File: config.mk
export PLATFORM = sky130hd
export DESIGN_NAME = ram_port_arbiter
export DESIGN_NICKNAME = d
export VERILOG_FILES = /design/src/rtl/ram_port_arbiter.sv
export SDC_FILE = /design/constraint.sdc
export NUM_CORES = 1
export LEC_CHECK = 0
export CORE_ASPECT_RATIO = 0.8
export CORE_MARGIN = 5
export CORE_UTILIZATION = 33
export CTS_CLUSTER_DIAMETER = 120
export DETAILED_ROUTE_END_ITERATION = 12
export PLACE_DENSITY = 0.76
export SLEW_MARGIN = 20
export SYNTH_ARGS = -nofsm -noshare
export SYNTH_HDL_FRONTEND = slang
export SYNTH_SLANG_ARGS = --single-unit
File: constraint.sdc
create_clock -name CLK -period 1.8 [get_ports CLK]
set_clock_uncertainty 0.05 [all_clocks]
set_input_delay 0.36 -clock CLK [delete_from_list [all_inputs] [get_ports CLK]]
set_output_delay 0.36 -clock CLK [all_outputs]
set_load 0.03 [all_outputs]
File: src/rtl/ram_port_arbiter.sv
// Two-requester round-robin arbiter in front of a single-port synchronous RAM.
// A requester that asserts LOCK can keep the port for a bounded burst.
// Read data comes back one cycle after the read grant, as a RD_VALID pulse
// to the requester that issued the read.
//
// owner state | meaning
// ------------+-------------------------------------------------------------
// OWN_NONE    | no lock held; grants follow round-robin priority
// OWN_A       | A held LOCK on its last transfer; A keeps the grant while it
//             | requests and burst_cnt < MAX_BURST
// OWN_B       | same as OWN_A for requester B
module ram_port_arbiter #(
  parameter int IN_DATA_WIDTH = 8,
  parameter int ADDR_WIDTH    = 6,
  parameter int MAX_BURST     = 4
) (
  input  logic                     CLK,
  input  logic                     RST,
  input  logic                     REQ_A,
  input  logic                     WE_A,
  input  logic                     LOCK_A,
  input  logic [ADDR_WIDTH-1:0]    ADDR_A,
  input  logic [IN_DATA_WIDTH-1:0] DATA_A,
  output logic                     GNT_A,
  output logic                     RD_VALID_A,
  output logic [IN_DATA_WIDTH-1:0] RD_DATA_A,
  input  logic                     REQ_B,
  input  logic                     WE_B,
  input  logic                     LOCK_B,
  input  logic [ADDR_WIDTH-1:0]    ADDR_B,
  input  logic [IN_DATA_WIDTH-1:0] DATA_B,
  output logic                     GNT_B,
  output logic                     RD_VALID_B,
  output logic [IN_DATA_WIDTH-1:0] RD_DATA_B,
  output logic [IN_DATA_WIDTH-1:0] RAM_DATA,
  output logic [ADDR_WIDTH-1:0]    RAM_ADDR,
  output logic                     RAM_WE,
  input  logic [IN_DATA_WIDTH-1:0] RAM_Q
);

  localparam int CW = $clog2(MAX_BURST + 1);
  localparam logic [CW-1:0] MAX_CNT = CW'(MAX_BURST);

  typedef enum logic [1:0] {
    OWN_NONE = 2'd0,
    OWN_A    = 2'd1,
    OWN_B    = 2'd2
  } owner_t;

  owner_t                   owner, owner_nxt;
  logic [CW-1:0]            burst_cnt, burst_cnt_nxt;
  logic                     prio, prio_nxt;        // 0 = A has priority, 1 = B
  logic                     gnt_a, gnt_b;
  logic                     lock_cont_a, lock_cont_b;
  logic                     rd_valid_a, rd_valid_b;
  logic [ADDR_WIDTH-1:0]    last_addr;
  logic [IN_DATA_WIDTH-1:0] last_data;

  // Grant selection and next lock/priority state.
  always_comb begin
    gnt_a         = 1'b0;
    gnt_b         = 1'b0;
    owner_nxt     = OWN_NONE;
    burst_cnt_nxt = '0;
    prio_nxt      = prio;
    lock_cont_a   = (owner == OWN_A) && REQ_A && (burst_cnt < MAX_CNT);
    lock_cont_b   = (owner == OWN_B) && REQ_B && (burst_cnt < MAX_CNT);

    if (RST) begin
      if (lock_cont_a) begin
        gnt_a = 1'b1;
      end else if (lock_cont_b) begin
        gnt_b = 1'b1;
      end else if (REQ_A && REQ_B) begin
        gnt_a = ~prio;
        gnt_b = prio;
      end else begin
        gnt_a = REQ_A;
        gnt_b = REQ_B;
      end
    end

    // A grant past the burst limit restarts the count at 1 rather than
    // extending the exhausted burst.
    if (gnt_a) begin
      prio_nxt = 1'b1;
      if (LOCK_A) begin
        owner_nxt     = OWN_A;
        burst_cnt_nxt = lock_cont_a ? burst_cnt + CW'(1) : CW'(1);
      end
    end else if (gnt_b) begin
      prio_nxt = 1'b0;
      if (LOCK_B) begin
        owner_nxt     = OWN_B;
        burst_cnt_nxt = lock_cont_b ? burst_cnt + CW'(1) : CW'(1);
      end
    end
  end

  // Arbitration state, read-valid pulses and last-granted RAM drive values.
  always_ff @(posedge CLK) begin
    if (!RST) begin
      owner      <= OWN_NONE;
      burst_cnt  <= '0;
      prio       <= 1'b0;
      rd_valid_a <= 1'b0;
      rd_valid_b <= 1'b0;
      last_addr  <= '0;
      last_data  <= '0;
    end else begin
      owner      <= owner_nxt;
      burst_cnt  <= burst_cnt_nxt;
      prio       <= prio_nxt;
      rd_valid_a <= gnt_a & ~WE_A;
      rd_valid_b <= gnt_b & ~WE_B;
      last_addr  <= RAM_ADDR;
      last_data  <= RAM_DATA;
    end
  end

  // With no grant the RAM sees the previous address again, so its registered
  // read address (and RAM_Q) stay put.
  always_comb begin
    RAM_ADDR = last_addr;
    RAM_DATA = last_data;
    RAM_WE   = 1'b0;
    if (gnt_a) begin
      RAM_ADDR = ADDR_A;
      RAM_DATA = DATA_A;
      RAM_WE   = WE_A;
    end else if (gnt_b) begin
      RAM_ADDR = ADDR_B;
      RAM_DATA = DATA_B;
      RAM_WE   = WE_B;
    end
  end

  assign GNT_A      = gnt_a;
  assign GNT_B      = gnt_b;
  assign RD_VALID_A = rd_valid_a;
  assign RD_VALID_B = rd_valid_b;
  assign RD_DATA_A  = RAM_Q;
  assign RD_DATA_B  = RAM_Q;

endmodule
==> results.toml <==
[finish]
syn_to_final_growth_pct = 64.3
diodes = 0
drive_above_1_share_pct = 42.9
final_common_cell = "clkdlybuf4s50_1"
mostFrequentLayoutCells = "34 x clkdlybuf4s50_1, 21 x buf_6, 20 x dfxtp_1, 20 x buf_4"
nets = 235

[sta]
layout_min_cycle_time_ps = 2340
fin_crit_sh_pct = 130
finalSetupTns_ps = -7780
hold_viol = 0
slew_viol_final = 0
slew_headroom_pct = 79.2
worst_pin_slew_ps = 310
setup_ws_ps = -538
rsz0062_at_grt = "true"
setup_viol = 17
clock.fmax_ghz = 0.428

[setup_path]
cp.required_ps = 1390
max_stage_delay_ps = 350
reg2reg_from = "owner[1]"
r2r_cells = 7
worstSetupStartpointType = "flop"
end_kind = "output port"
worstPathArrival_ps = 1930
worstPathCellList = "and4bb_4 -> nand2b_4 -> or2_4 -> buf_6 -> and3_4 -> or2_4 -> buf_6"
r2r_setup_slack_ps = 80
worst-path-max-fanout = 7
criticalPathCategory = "reg2out"
rr_endpoint = "last_data[6]"
crit_path_top_delay_cell = "dfxtp_2"

[routing]
routed_wl_um = 3520
antenna_left = 0
drtIter0Drc = 34
wl_per_cell_um = 15.1
num_vias = 1149
avgViaCountPerCell = 4.93
drc = 0
dr.pass1.iters = 4

[logic_synthesis]
synth_area_per_cell_um2 = 9.65
synth.area.top_cells = "dfxtp_1 35%, a22o_1 11%, buf_4 9.6%"
synth_warnings = 0
syn_area_mm2 = 0.00125
syn_nets = 175
ys_seq_area_share_pct = 35.1
yosysTopAreaCell = "dfxtp_1"
yosys.area.top_type_share_pct = 35.1
synth-main-ff-cell = "dfxtp_1"
ys_types = 30
async_flop_share_pct = 0
synth_edf_count = 0
ys_ff_latch = 22
synthCells = 130

[power_and_ir_drop]
p_leak_nw = 0.900
power_w = 0.00151
power_density_mw_per_mm2 = 732
ir_worst_vdd_v = 0.000473

[clock_network]
cts_hold_buf = 0
clock_latency_ps = 260
cts_buffer_depth = 2
htreeDepth = 1
cts_tree = "yes"
cts.sinks = 22
numCtsBuffers = 3
clockRootBuffer = "clkbuf_8"
clk_pin_slew_ps = 80

[hold_path]
holdPathStages = 2
hold_class = "reg2reg"
hold-path-endpoint = "burst_cnt[0]"
min_from = "burst_cnt[0]"

[placed_design]
place_hpwl_um = 2650
place.gp.congestion = 0.778
port_buffers = 54

[floorplan]
initial_core_util_pct = 33.7
die_h_um = 65.2
ios = 79
die_w_um = 78.9
die-area_mm2 = 0.00514
core_mm2 = 0.00373
rows = 20

[grt]
use_met3_pct = 5.34
grt_max_degree = 18
grt.busiest_layer = "met2"
grt_pass1_wl_um = 5750
grt_usage_pct = 14.3
grt_pass1_vias = 1256
grt_overflow_total = 0
met2_usage_pct = 27.6
grt_use_met1_pct = 14.6
antenna_found_initial = 0

[outcome]
status = "finished, violations left"
violations = "setup timing"

[run]
drv_cap = 0
==> area by class of cell <==
| cell class | instances | area (um2) |
|---|---|---|
| Fill cell | 337 | 1670 |
| Tap cell | 44 | 55.1 |
| Multi-Input combinational cell | 83 | 717 |
| Inverter | 2 | 22.5 |
| Timing Repair Buffer | 78 | 753 |
| Clock buffer | 3 | 41.3 |
| Sequential cell | 22 | 443 |
| Clock inverter | 1 | 30.0 |
==> metrics by stage <==
step	utilization (%)	cell area (um2)	cells	hold WS [ps]	setup slack (ps)
floorplan	-	1310	130	382	-186
global placement	49.0	1830	224	429	-783
detailed placement	49.0	1830	224	458	-809
CTS	54.0	2010	229	483	-532
global route	55.3	2060	233	507	-608
finish	55.3	2060	233	483	-538
==> worst max-delay path: cells and delay by family (launching register included) <==
kind / cells / cell delay (ps)
flip-flops: 1 / 350
buffers and inverters: 2 / 280
AND/OR/NAND/NOR: 5 / 1030
==> flip-flops by register name, summed over array words and instances, names as in the netlist <==
register    cells
last_data       8
last_addr       6
owner           2
burst_cnt       3
prio            1
RD_VALID_A      1
RD_VALID_B      1
==> synthesized netlist by cell type, drive strengths merged (2+ instances only) <==
cell,count
dfxtp,22
buf,21
a22o,16
or2,15
and3,14
o21a,14
nand2,3
and2,2
and4bb,2
clkbuf,2
inv,2
nand2b,2
nor2,2
nor2b,2
==> cells by family (layout without fill, tap and decap cells) <==
family | count (synthesis) | count (layout) | share of synthesized area (%)
flip-flops | 22 | 22 | 35.1
XOR/XNOR | 1 | 1 | 0.698
adder cells (fa/ha/maj) | 1 | 1 | 0.997
AND/OR/NAND/NOR | 46 | 46 | 26.6
AO/OA/AOI/OAI | 35 | 35 | 22.1
buffers and inverters | 25 | 84 | 14.5
==> worst max path at each step <==
stage	depth (start not counted)	startpoint	to	slack (ps)
after global placement	8	REQ_B	RAM_DATA[4]	-780
after CTS	7	owner[1]	RAM_DATA[6]	-530
after floorplan	7	REQ_A	RAM_ADDR[0]	-190
after detailed placement	8	REQ_B	RAM_DATA[6]	-810
after global routing	9	REQ_B	RAM_DATA[6]	-610
final	7	owner[1]	RAM_DATA[6]	-540
==> where the power goes <==
part           switching (W)  internal (W)  leakage [nW]
clock               0.000156      0.000297        0.0357
combinational       0.000225      0.000303         0.683
sequential         0.0000115      0.000517         0.181
==> routing by layer <==
metal	up-vias	wire length (um)
li1	565	-
met5	-	0
met4	0	31
met1	538	1370
met3	4	309
met2	42	1810
==> timing repair <==
item	in CTS	in global routing
gates resized for setup	31	5
buffers inserted	1	4
pin swaps	2	1
setup endpoints to repair	31	25
Power figures use the tool's default switching activity.
